==> src/rtl/i2d_core_defines.sv <==
// Shared types for the core bus arbiter: FSM states, master select and counter sizing.
package core_bus_arb_pkg;

    typedef enum logic [1:0] {
        IDLE  = 2'd0,
        GNT_I = 2'd1,
        GNT_D = 2'd2
    } arb_state_t;

    typedef enum logic {
        MST_I = 1'b0,
        MST_D = 1'b1
    } mst_sel_t;

    function automatic int unsigned cnt_width(input int unsigned max_out);
        return $clog2(max_out + 1);
    endfunction

endpackage

==> src/rtl/core_bus_arb_cnt.sv <==
// Saturating outstanding-request counter for the shared memory port.
// Increments on accept, decrements on ack, holds on both or neither; never wraps.
module core_bus_arb_cnt
    import core_bus_arb_pkg::*;
#(
    parameter int unsigned MAX_OUT = 4,
    parameter int unsigned CW      = cnt_width(MAX_OUT)
) (
    input  logic clk,
    input  logic rst,
    input  logic inc_i,
    input  logic dec_i,
    output logic zero_o,
    output logic full_o
);

    logic [CW-1:0] cnt_q;
    logic [CW-1:0] cnt_d;
    logic          inc_ok;
    logic          dec_ok;

    assign full_o = (cnt_q == CW'(MAX_OUT));
    assign zero_o = (cnt_q == '0);
    // Stray acks at zero and accepts at the ceiling are dropped here.
    assign inc_ok = inc_i && !full_o;
    assign dec_ok = dec_i && !zero_o;

    always_comb begin
        cnt_d = cnt_q;
        if (inc_ok && !dec_ok) begin
            cnt_d = cnt_q + CW'(1);
        end else if (dec_ok && !inc_ok) begin
            cnt_d = cnt_q - CW'(1);
        end
    end

    always_ff @(posedge clk or posedge rst) begin
        if (rst) begin
            cnt_q <= '0;
        end else begin
            cnt_q <= cnt_d;
        end
    end

endmodule

==> src/rtl/core_bus_arb.sv <==
// Two-master (instruction fetch / data) Wishbone pipelined arbiter onto one memory port.
// Grant is held until the owner drops cyc and all its outstanding requests are acked.
module core_bus_arb
    import core_bus_arb_pkg::*;
#(
    parameter int unsigned AW      = 32,
    parameter int unsigned DW      = 32,
    parameter int unsigned MAX_OUT = 4
) (
    input  logic            clk,
    input  logic            rst,
    input  logic            i_cyc,
    input  logic            i_stb,
    input  logic            i_we,
    input  logic [AW-1:0]   i_adr,
    input  logic [DW-1:0]   i_dat_w,
    input  logic [DW/8-1:0] i_sel,
    output logic            i_ack,
    output logic            i_stall,
    output logic [DW-1:0]   i_dat_r,
    input  logic            d_cyc,
    input  logic            d_stb,
    input  logic            d_we,
    input  logic [AW-1:0]   d_adr,
    input  logic [DW-1:0]   d_dat_w,
    input  logic [DW/8-1:0] d_sel,
    output logic            d_ack,
    output logic            d_stall,
    output logic [DW-1:0]   d_dat_r,
    output logic            m_cyc,
    output logic            m_stb,
    output logic            m_we,
    output logic [AW-1:0]   m_adr,
    output logic [DW-1:0]   m_dat_w,
    output logic [DW/8-1:0] m_sel,
    input  logic            m_ack,
    input  logic            m_stall,
    input  logic [DW-1:0]   m_dat_r
);

    arb_state_t state_q, state_d;
    mst_sel_t   last_gnt_q, last_gnt_d;
    logic       cnt_zero;
    logic       cnt_full;
    logic       accept;

    assign accept = m_stb && !m_stall;

    core_bus_arb_cnt #(.MAX_OUT(MAX_OUT)) u_cnt (
        .clk    (clk),
        .rst    (rst),
        .inc_i  (accept),
        .dec_i  (m_ack && (state_q != IDLE)),
        .zero_o (cnt_zero),
        .full_o (cnt_full)
    );

    always_ff @(posedge clk or posedge rst) begin
        if (rst) begin
            state_q    <= IDLE;
            last_gnt_q <= MST_I;
        end else begin
            state_q    <= state_d;
            last_gnt_q <= last_gnt_d;
        end
    end

    always_comb begin
        state_d    = state_q;
        last_gnt_d = last_gnt_q;
        case (state_q)
            IDLE: begin
                if (i_cyc && d_cyc) begin
                    state_d = (last_gnt_q == MST_I) ? GNT_D : GNT_I;
                end else if (i_cyc) begin
                    state_d = GNT_I;
                end else if (d_cyc) begin
                    state_d = GNT_D;
                end
            end
            GNT_I: begin
                if (!i_cyc && cnt_zero && !accept) begin
                    state_d    = IDLE;
                    last_gnt_d = MST_I;
                end
            end
            GNT_D: begin
                if (!d_cyc && cnt_zero && !accept) begin
                    state_d    = IDLE;
                    last_gnt_d = MST_D;
                end
            end
            default: state_d = IDLE;
        endcase
    end

    // Read data is broadcast; only the owner ever sees an ack qualifying it.
    assign i_dat_r = m_dat_r;
    assign d_dat_r = m_dat_r;

    always_comb begin
        m_cyc   = 1'b0;
        m_stb   = 1'b0;
        m_we    = 1'b0;
        m_adr   = '0;
        m_dat_w = '0;
        m_sel   = '0;
        i_stall = 1'b1;
        d_stall = 1'b1;
        i_ack   = 1'b0;
        d_ack   = 1'b0;
        case (state_q)
            GNT_I: begin
                m_cyc   = i_cyc || !cnt_zero;
                m_stb   = i_stb && i_cyc && !cnt_full;
                m_we    = i_we;
                m_adr   = i_adr;
                m_dat_w = i_dat_w;
                m_sel   = i_sel;
                i_stall = m_stall || cnt_full;
                i_ack   = m_ack;
            end
            GNT_D: begin
                m_cyc   = d_cyc || !cnt_zero;
                m_stb   = d_stb && d_cyc && !cnt_full;
                m_we    = d_we;
                m_adr   = d_adr;
                m_dat_w = d_dat_w;
                m_sel   = d_sel;
                d_stall = m_stall || cnt_full;
                d_ack   = m_ack;
            end
            default: ;
        endcase
    end

endmodule

==> config.mk <==
export PLATFORM = sky130hd
export DESIGN_NAME = core_bus_arb
export DESIGN_NICKNAME = d
export VERILOG_FILES = /design/src/rtl/i2d_core_defines.sv /design/src/rtl/core_bus_arb_cnt.sv /design/src/rtl/core_bus_arb.sv
export SDC_FILE = /design/constraint.sdc
export NUM_CORES = 1
export LEC_CHECK = 0
export ABC_CLOCK_PERIOD_IN_PS = 2550
export CORE_AREA = 3 3 121 123
export DETAILED_ROUTE_END_ITERATION = 16
export DIE_AREA = 0 0 124 126
export SYNTH_ARGS = -nofsm -noshare
export SYNTH_HDL_FRONTEND = slang
export SYNTH_SLANG_ARGS = --single-unit
==> constraint.sdc <==
create_clock -name clk -period 2.55 [get_ports clk]
set_input_delay 0.51 -clock clk [delete_from_list [all_inputs] [get_ports clk]]
set_output_delay 0.51 -clock clk [all_outputs]
set_load 0.05 [all_outputs]
==> results of run 1 <==
-- registers in the layout (all words and copies together), names as in the netlist --
name,count
u_cnt.cnt_q,3
state_q,2
last_gnt_q,1
-- worst register-to-register path, cell delays in order (launching register included) --
cell      delay (ps)
dfrtp_1          410
inv_2             80
ha_1             300
or2b_4           280
a211oi_4         180
ha_2             210
inv_1             50
fa_1             370
xor2_1           170
nor2_1           140
xor2_1           170
-- metrics by stage --
step | total power, W | std cells | util (%) | TNS (ps)
2_1_floorplan | 0.002919 | 279 | - | 0
3_3_place_gp | 0.003748 | 604 | 27.31 | -28.12
3_5_place_dp | 0.003795 | 604 | 27.31 | -72.90
4_1_cts | 0.004069 | 607 | 27.85 | 0
5_1_grt | 0.004319 | 610 | 28.05 | -24.29
6_report | 0.004076 | 610 | 28.05 | 0
-- cell usage after synthesis, types with 2 or more instances --
| library cell | instances | area (sq um) |
|---|---|---|
| buf_4 | 64 | 480.5 |
| and2_1 | 2 | 12.51 |
| nor2_1 | 73 | 274.0 |
| dfrtp_1 | 6 | 150.1 |
| inv_1 | 7 | 26.28 |
| buf_1 | 5 | 18.77 |
| xor2_1 | 2 | 17.52 |
| clkbuf_1 | 17 | 63.81 |
| ha_1 | 5 | 62.56 |
| a22oi_1 | 69 | 518.0 |
| nand2_1 | 5 | 18.77 |
-- metal layers --
layer  wire (um)  vias to the layer above
met5           0                        -
met4         257                        0
met3         898                       31
met2        4171                      141
met1        3019                     1117
li1            -                     1215
-- logic make-up (layout without fill, tap and decap cells) --
kind of cell | after synthesis | after routing | share of synthesized area (%)
AOI/OAI and AO/OA | 81 | 81 | 33.36
xor gates and xnor gates | 3 | 3 | 1.385
adders and majority gates | 6 | 6 | 4.351
buffers and inverters | 95 | 246 | 31.97
DFF | 6 | 6 | 7.910
muxes | 2 | 2 | 1.384
and+or+nand+nor | 86 | 86 | 19.64
-- power by group --
part	internal (W)	switching, W	leakage, nW
registers	0.000142	0.0000635	0.0740
logic	0.00124	0.00237	1.44
clock network	0.000202	0.0000574	0.0370
-- layout make-up --
class | instances | area [sq um] | share of cell area [%]
Clock buffer | 3 | 75.07 | 1.943
Inverter | 8 | 30.03 | 0.7772
Tap cell | 180 | 225.2 | 5.829
Timing Repair Buffer | 235 | 2202 | 56.99
Sequential cell | 6 | 150.1 | 3.886
Multi-Input combinational cell | 178 | 1181 | 30.57
-- timing repair --
| item | in CTS | in global routing |
|---|---|---|
| buffers inserted | 0 | 3 |
| hold buffers | 0 | 0 |
| setup endpoints to repair | 0 | 4 |
| gates resized for setup | 0 | 3 |
-- worst paths after layout --
kind	from	end	cells past startpoint
min	rst	state_q[0]	2
max reg2reg	state_q[1]	u_cnt.cnt_q[2]	10
max	state_q[1]	m_adr[1]	7
min in group clk	u_cnt.cnt_q[2]	u_cnt.cnt_q[2]	1
min reg2reg	u_cnt.cnt_q[2]	u_cnt.cnt_q[2]	1
max in group asynchronous	rst	u_cnt.cnt_q[0]	2
==> impl_metrics.ini, run 1 <==
[die]
fp.dieH_um = 126
start_util_pct = 13.78
fp.dieArea_sq_mm = 0.01562
die_x_um = 124
num_io_pins = 317
fp.coreArea_sq_mm = 0.01377
num_rows = 43

[clock_network]
path_clk_slew_ps = 40
cts_tree = done
clk-insertion-delay-late_ps = 230
cts.sinks = 6
htreeDepth = 1
numCtsBuffers = 3
cts-root-buf = clkbuf_16
cts_buffer_depth = 2

[sta]
rsz0062_at_grt = yes
slew_viol_final = 0
holdWs_ps = 513.5
finalCritPeriodShare_pct = 96.14
finClkSkew_ps = 4.120
setup-violations-final = 0
fmax_mhz = 407.9
setup_ws_ps = 98.43
hold_viol = 0
tightest_slew_ps = 412.8
layout_min_cycle_time_ps = 2452
slew_headroom_pct = 72.13

[setup_path]
cp-end-kind = output pin
path_cells = inv_2, ha_1, buf_4, inv_2, buf_4, nor2_1, buf_4
crit_top_cell = buf_4
path_buf_inv = 5
path_class = flip-flop to output pin
slowest_stage = dfrtp_1
crit_fanout = 40
cp-start-kind = flip-flop
worstPathRequired_ps = 2040
critPathTopFamily = buffers and inverters
worst_path_largest_cell_delay_ps = 410
cp.arrival_ps = 1940
rrSetupSlack_ps = 100

[global_route]
overflow = 0
grt_max_degree = 73
top_usage_layer = met2
gr-usage-met1_pct = 9.995
grt_pass1_vias = 2322
grt_util_met3_pct = 2.425
grt_pass1_wl_mm = 11.74
grt.total_usage_pct = 9.175
antenna_found_initial = 0
met2_usage_pct = 16.70

[routing]
antenna_left = 0
first_pass_iters = 4
routed_wl_mm = 8.347
viasPerCell = 4.105
wl_per_cell_um = 13.68
drc = 0
drt_iter0_markers = 92
num_vias = 2504

[placed_design]
post_dp_cell_area_sq_mm = 0.003761
io_buffers = 220
dp_slack_ps = -72.90
hpwlAfterDp_mm = 6.910
gp_routability_congestion = 0.7491

[finish]
diodes = 0
n_fill_cell = 1480
final_cell_area_sq_mm = 0.003864
area_growth_pct = 103.6
final_cell_mix = clkdlybuf4s50_1, buf_4, a22oi_1
drive_above_1_share_pct = 27.67
fin_nets = 616
mostFrequentLayoutCell = clkdlybuf4s50_1

[power_and_ir_drop]
power.density_mw_per_mm2 = 1055
ir_drop_mv = 0.5508
leakagePower_nw = 1.555

[yosys]
netlist_area_sq_mm = 0.001898
yosysWarnings = 0
syn_avg_cell_area_sq_um = 6.803
syn_inst = 279
seq_area_frac_synth_pct = 7.910
synth_flop_cell = dfrtp_1
syn-num-nets = 463
async_reset_ff_share_pct = 100.0
synth_cell_types = 35
synth_edf_count = 0
synth_seq_cells = 6

[status]
outcome = complete, no violations

[min_path]
hold_class = primary input to async pin

[job]
drv_cap = 0
Power figures use the tool's default switching activity.
==> run 2: changes to the inputs <==
- ABC_AREA: not set -> 1
- CORE_AREA: 3 3 121 123 -> 3 3 123 125
- DIE_AREA: 0 0 124 126 -> 0 0 126 128
==> impl_metrics.ini, run 2 <==
[power_and_ir_drop]
ir_drop_mv = 0.4450
p_switching_w = 0.002417
power.density_mw_per_mm2 = 996.3
power_frac_seq_pct = 4.7
p_clk_share_pct = 6.6
switching_share_pct = 62.82
leakagePower_nw = 1.594
share_comb_of_total_power_pct = 88.8
p_int_w = 0.001430

[setup_path]
cp-end-kind = output pin
path_class = flip-flop to output pin
worstPathRequired_ps = 2040
crit_fanout = 23
cp.arrival_ps = 1890
cp-start-kind = flip-flop

[die]
fp.dieH_um = 128
num_rows = 43
die_x_um = 126
fp.coreArea_sq_mm = 0.01399
fp.dieArea_sq_mm = 0.01613
num_io_pins = 317
start_util_pct = 14.03

[finish]
top_register = u_cnt.cnt_q
final_cell_mix = nand2_1, clkdlybuf4s50_1, buf_4
largest_reg_flops = 3
drive_above_1_share_pct = 19.26
area_growth_pct = 96.69
diodes = 0
fin_nets = 700
n_fill_cell = 1544
reg_top3 = u_cnt.cnt_q (3), state_q (2), last_gnt_q (1)
fin_cells = 694
mostFrequentLayoutCell = nand2_1

[job]
drv_cap = 0

[clock_network]
cts_buffer_depth = 2
cts-hold-fix-buffers = 0
post_cts_resized = 0
numCtsBuffers = 3
cts-root-buf = clkbuf_16
path_clk_slew_ps = 30
post_cts_buffers = 0
cts.sinks = 6
htreeDepth = 1
clk-insertion-delay-late_ps = 230
cts_tree = done

[placed_design]
dp_slack_ps = 39.98
io_buffers = 220
gp_routability_congestion = 0.7713
hpwlAfterDp_mm = 7.229
dp.cells = 691

[routing]
antenna_left = 0
wl_per_cell_um = 12.55
drc = 0
routed_wl_mm = 8.712
viasPerCell = 3.889
drt_iter0_markers = 111
num_vias = 2699
first_pass_iters = 4

[sta]
finalCritPeriodShare_pct = 93.94
layout_min_cycle_time_ps = 2395
finClkSkew_ps = 3.240
slew_viol_final = 0
tightest_slew_ps = 410.7
holdWs_ps = 481.2
setup-violations-final = 0
hold_viol = 0
fmax_mhz = 417.5
slew_headroom_pct = 72.62
rsz0062_at_grt = yes
setup_ws_ps = 154.6

[yosys]
syn-num-nets = 552
syn_avg_cell_area_sq_um = 5.335
synth_edf_count = 0
seq_area_frac_synth_pct = 7.648
netlist_area_sq_mm = 0.001963
yosysWarnings = 0
synth_top_area_share_pct = 30.21
synth.most_common_cell = nand2_1
synth_area_leaders = nand2_1, buf_4, a21oi_1
synth_top_area_cell = nand2_1
async_reset_ff_share_pct = 100.0
synthTopCellsByCount = nand2_1, a21oi_1, buf_4, inv_1, clkbuf_1
syn_inst = 368
synth_flop_cell = dfrtp_1
synth_seq_cells = 6
synth_cell_types = 25

[global_route]
overflow = 0
antenna_found_initial = 0
grt_pass1_vias = 2613
grt_pass1_wl_mm = 13.06
grt.total_usage_pct = 9.613
grt_max_degree = 40

[status]
outcome = complete, no violations

[min_path]
hold_class = flip-flop to flip-flop
run 2: area by class of cell:
cell class	count	area (sq um)	share of cell area (%)
repair buffers	230	2165	56.06
inverters	19	71.32	1.847
flip-flops and latches	6	150.1	3.889
clock buffers	3	75.07	1.944
well taps	180	225.2	5.833
multi-input cells	256	1175	30.43
run 2: through the flow:
step                util, %  instance area, sq um  setup TNS, ps  total power (W)
global route          27.60                  3861         -1.905         0.004116
CTS                   27.60                  3861              0         0.003885
floorplan                 -                  1968              0         0.002711
finish                27.60                  3861              0         0.003847
global placement      27.07                  3786              0         0.003624
detailed placement    27.07                  3786              0         0.003615
run 2: layer usage:
layer | track usage (%) | wire, um | vias to the layer above
met5 | 0 | 0 | -
li1 | - | - | 1383
met4 | 3.344 | 299 | 0
met1 | 10.80 | 3212 | 1136
met3 | 3.167 | 954 | 39
met2 | 17.06 | 4245 | 141
run 2: final timing paths:
kind                            startpoint        endpoint  slack [ps]  depth (start not counted)
worst max-delay path            state_q[1]            m_we         150                          7
worst min register to register  last_gnt_q      last_gnt_q         480                          2
min in group asynchronous              rst  u_cnt.cnt_q[0]         490                          2
worst max register to register  state_q[0]  u_cnt.cnt_q[2]         320                         14
max in group asynchronous              rst      state_q[0]        1860                          2
worst min-delay path            last_gnt_q      last_gnt_q         480                          2
run 2: kinds of logic (layout without fill, tap and decap cells):
group	count (synthesis)	after routing	share of synthesized area [%]
mux	1	1	0.5736
fa+ha+maj	6	6	4.207
flops	6	6	7.648
compound gates	74	74	18.93
simple gates	173	173	34.74
buf+inv	106	252	33.01
xor+xnor	2	2	0.8925
run 2: critical path: stages, from the launching register on:
cell,delay [ps]
dfrtp_1,380
inv_1,80
ha_1,360
inv_2,50
buf_4,170
buf_4,220
a21oi_1,160
buf_4,220
run 2: power groups by stage:
stage | Combinational [W] | Clock, W | Sequential (W)
after floorplan | 0.00254 | 0 | 0.000173
after global placement | 0.00344 | 0 | 0.000180
after detailed placement | 0.00343 | 0 | 0.000180
after CTS | 0.00345 | 0.000256 | 0.000180
after global routing | 0.00366 | 0.000264 | 0.000191
final | 0.00341 | 0.000253 | 0.000179
==> run 3: changes to the inputs <==
- ABC_AREA: 1 -> not set
- CORE_AREA: 3 3 123 125 -> 3 3 121 123
- DIE_AREA: 0 0 126 128 -> 0 0 124 126
==> results of run 3 <==
The final DEF is identical to that of run 1; final timing and power are the same.
==> variant 1, RTL diff (flow settings as in run 1) <==
The parameter `AW` goes from 32 to 16.
--- a/src/rtl/core_bus_arb.sv
+++ b/src/rtl/core_bus_arb.sv
@@ -3,7 +3,7 @@
 module core_bus_arb
     import core_bus_arb_pkg::*;
 #(
-    parameter int unsigned AW      = 32,
+    parameter int unsigned AW      = 16,
     parameter int unsigned DW      = 32,
     parameter int unsigned MAX_OUT = 4
 ) (
Ports: changed (resized d_adr, i_adr and m_adr); port bits go from 317 to 269. The function was not compared with the original's and may differ.
==> variant 1 against run 1 <==
- first-iteration DRC count decreased by 57%
- worst setup slack improved by 33 ps
- sequential cell count unchanged
- total power shrank 16%
- clock skew down 3.9 ps
- routed wire length is 16% lower
- via count is 18% lower
- design area shrank 18%
- die area unchanged
- clock power fell by 5%
- synthesized area is 11% lower
==> variant 1: results (changes against run 1) <==
metric,value,unit,change
yosys.area_share.xor_xnor,1.55,%,+0.17 points
vias,2053,,-18%
grt_max_degree,37,,-49%
drtIter0Drc,40,,-57%
cp_max_fo,4,,-90%
cpMaxStageDelayCell,dfrtp_1,,
synth_compound_area_share,30.3,%,-3.1 points
dp_slack,-37.4,ps,+35.5 ps
timing.critical_path.max_delay_family,adder cells,,
clkLatencyLatePin,220,ps,
cts_buffers,3,,unchanged
drt_drc_violations_left,0,,unchanged
leakage,1.27,nW,-19%
cp_data_arrival_time,2570,ps,+630 ps
wl_per_cell,13.3,um,-2.5%
status,completed,,
slowest_delay,400,ps,
synth_nets,393,,-15%
synthTopCellsByArea,"buf_4 (28%), a22oi_1 (23%), nor2_1 (13%), dfrtp_1 (8.9%), ha_1 (3.7%)",,
yosys.area_share.adder,4.87,%,+0.52 points
place_hpwl,5840,um,-15%
diodes,0,,unchanged
ys_seq_area_share,8.86,%,+0.95 points
hold_violations,0,,unchanged
vdd_drop_max,490,uV,-11%
n_fill_cell,1492,,+0.81%
clk_path_buf_depth,2,,unchanged
track_usage,7.60,%,-1.6 points
nets,500,,-19%
place_congestion,0.700,,-6.5%
synthDistinctLibCells,35,,unchanged
clkTransAtPathRegs,30,ps,
io_buffers,172,,-22%
synth_mux_area_share,1.55,%,+0.17 points
post_cts_resized,0,,unchanged
drive_above_1_share,26.0,%,-1.7 points
worst_pin_slew,334,ps,-79.0 ps
root_buffer,clkbuf_16,,
fin_skew,0.219,ps,-3.90 ps
grt_pass1_vias,2080,,-10%
grt_pass1_wl,9740,um,-17%
netlist_top_cells_count,"buf_4 (64), nor2_1 (57), a22oi_1 (53)",,
==> variant 1: worst reg2reg max path, stage by stage, from the launching register on <==
cell,delay (ps)
dfrtp_1,400
inv_2,80
ha_4,290
or2b_2,320
a211oi_4,190
ha_2,220
inv_1,50
fa_1,370
xor2_1,150
nor2_1,120
xor2_1,150
==> variant 1: power breakdown <==
group	switching, mW	internal, mW	total [mW]
Sequential	0.0597	0.142	0.202
Clock	0.0468	0.201	0.247
Combinational	1.90	1.06	2.96
==> variant 1: logic make-up (layout without fill, tap and decap cells) <==
group                    after synthesis  count (layout)
buffers and inverters                 89             194
AND/OR/NAND/NOR                       70              70
AO/OA/AOI/OAI                         65              65
adder cells (fa/ha/maj)                6               6
flip-flops                             6               6
XOR/XNOR                               3               3
multiplexers                           2               2
==> variant 1: layer usage <==
layer	wire length (um)	global-route usage, %	vias up
li1	-	-	984
met1	2280	6.85	916
met2	3640	15.5	120
met3	866	1.89	33
met4	229	3.09	0
met5	0	0	-
==> variant 1: cell type report <==
| class | count | share of cell area [%] |
|---|---|---|
| inverter | 8 | 0.946 |
| sequential | 6 | 4.73 |
| tap | 180 | 7.10 |
| clock buffer | 3 | 2.37 |
| multi-input combinational | 146 | 31.1 |
| timing repair buffer | 183 | 53.8 |
==> variant 1: path summary, 6_finish.rpt <==
path | endpoint | depth (start not counted) | start | slack (ps)
max | u_cnt.cnt_q[2] | 10 | state_q[1] | 130
min | state_q[1] | 2 | rst | 520
max reg2reg | u_cnt.cnt_q[2] | 10 | state_q[1] | 130
min reg2reg | u_cnt.cnt_q[2] | 1 | u_cnt.cnt_q[2] | 520
max in group asynchronous | u_cnt.cnt_q[1] | 2 | rst | 1830
min in group clk | u_cnt.cnt_q[2] | 1 | u_cnt.cnt_q[2] | 520
==> variant 1: stage by stage <==
stage	power (mW)	cell area [sq um]	cells
6_report	3.41	3170	526
4_1_cts	3.42	3160	526
2_1_floorplan	2.42	1700	241
5_1_grt	3.62	3170	526
3_5_place_dp	3.16	3080	523
3_3_place_gp	3.12	3080	523
==> variant 2, RTL diff (flow settings as in run 1) <==
Made on the original files. The 3 states of `arb_state_t` get a one-hot encoding in 3 bits.
--- a/src/rtl/i2d_core_defines.sv
+++ b/src/rtl/i2d_core_defines.sv
@@ -1,10 +1,10 @@
 // Shared types for the core bus arbiter: FSM states, master select and counter sizing.
 package core_bus_arb_pkg;
 
-    typedef enum logic [1:0] {
-        IDLE  = 2'd0,
-        GNT_I = 2'd1,
-        GNT_D = 2'd2
+    typedef enum logic [2:0] {
+        IDLE  = 3'b001,
+        GNT_I = 3'b010,
+        GNT_D = 3'b100
     } arb_state_t;
 
     typedef enum logic {
Behaviour: no difference found for any inputs over 10 cycles, from zero or initial values and one cycle with rst high; not proved beyond that.
==> variant 2 against run 1 <==
- routed wire length is 12% higher
- first-iteration DRC count is 26% lower
- non-clock buffer count fell by 8
- design area grew 14%
- synthesized area down 11%
- hold slack improved by 6.7 ps
- critical path depth decreased by 2
- via count is 15% lower
- worst setup slack better by 79 ps
- total power shrank 13%
- final cell count decreased by 13%
- sequential cell count increased by 1
==> variant 2: results (changes against run 1) <==
metric,value,unit,change
netlist_top_cells_count,"buf_4 (78), a22o_1 (69), dfrtp_1 (6)",,
status,completed,,
use_met2,19.3,%,+2.6 points
place_hpwl,8430,um,+22%
synth_nets,381,,-18%
synthCells,201,,-28%
grt_pass1_wl,12800,um,+9.0%
track_usage,10.6,%,+1.4 points
drive_above_1_share,25.6,%,-2.0 points
vdd_drop_max,241,uV,-56%
endpoint,m_cyc,,
grt_max_degree,42,,-42%
vias_per_cell,4.02,,-2.0%
use_met3,2.47,%,+0.045 points
synthDistinctLibCells,29,,-17%
slowest_delay,490,ps,+80 ps
ff2ff_setup_slack,310,ps,+210 ps
dp.cells,527,,-13%
ys_seq_area_share,10.5,%,+2.6 points
cp_max_fo,33,,-18%
min_path_type,flop to flop,,
grt_pass1_vias,2208,,-4.9%
dpl-instance-area,4320,sq um,+15%
wl_per_cell,17.6,um,+29%
fin_cells,531,,-13%
cpMaxStageDelayCell,dfrtp_1,,
synthTopCellsByArea,"a22o_1 (36%), buf_4 (35%), dfrtp_1 (8.9%), dfstp_2 (1.6%), a21oi_1 (1.5%)",,
r2r_start,state_q[0],,
place_congestion,0.838,,+12%
grt_util_met1,12.3,%,+2.3 points
cp_data_arrival_time,1860,ps,-80 ps
fin_skew,1.61,ps,-2.51 ps
reg2regPathDepth,8,,-2
drtIter0Drc,68,,-26%
max_freq,0.421,GHz,+3.3%
worst_pin_slew,425,ps,+12.4 ps
reg_top3,"state_q x3, u_cnt.cnt_q x3, last_gnt_q x1",,
n_fill_cell,1391,,-6.0%
leakage,1.70,nW,+9.5%
==> variant 2: changes by cell type after synthesis, sizes merged, moves of 11 or more <==
cell	delta
nor2	-70
clkbuf	-17
a22oi	-69
a22o	+69
buf	+11
==> variant 2: worst min path at each step <==
stage,startpoint,to,slack (ps),cells past startpoint
floorplan,rst,last_gnt_q,310,1
global route,last_gnt_q,last_gnt_q,540,1
finish,last_gnt_q,last_gnt_q,520,1
CTS,last_gnt_q,last_gnt_q,520,1
detailed placement,last_gnt_q,last_gnt_q,510,1
global placement,last_gnt_q,last_gnt_q,510,1
==> variant 2: cell type report <==
cell class	instances	share of cell area, %
Multi-Input combinational cell	109	20.5
Timing Repair Buffer	227	68.3
Tap cell	180	5.12
Clock buffer	4	1.79
Inverter	4	0.341
Sequential cell	7	4.01
==> variant 2: where the power goes <==
group	internal, mW	switching, mW	leakage [nW]
logic	1.47	1.57	1.58
registers	0.165	0.0804	0.0860
clock network	0.207	0.0529	0.0382
==> variant 2: through the flow <==
stage / hold WS (ps) / setup TNS (ps) / utilization (%)
after detailed placement: 514 / -36.0 / 31.4
after floorplan: 313 / 0 / -
final: 520 / 0 / 32.0
after global placement: 507 / 0 / 31.4
after CTS: 521 / 0 / 32.0
after global routing: 543 / 0 / 32.0
==> variant 2: logic make-up after synthesis <==
logic type	synth area share, %
fa+ha+maj	1.94
mux	0.670
compound gates	42.3
simple gates	6.48
xor+xnor	1.56
flops	10.5
buf+inv	36.6
==> variant 2: metal layers <==
metal | share of wire, % | wire length (um) | up-vias
met2 | 51 | 4740 | 124
met1 | 38 | 3590 | 1002
met5 | 0 | 0 | -
met4 | 1.2 | 116 | 0
li1 | - | - | 992
met3 | 9.8 | 914 | 19
==> variant 2: critical path, delay by kind of cell (launching register included) <==
kind | cells | cell delay (ps)
buf+inv | 2 | 510
simple gates | 2 | 430
compound gates | 1 | 200
flops | 1 | 490
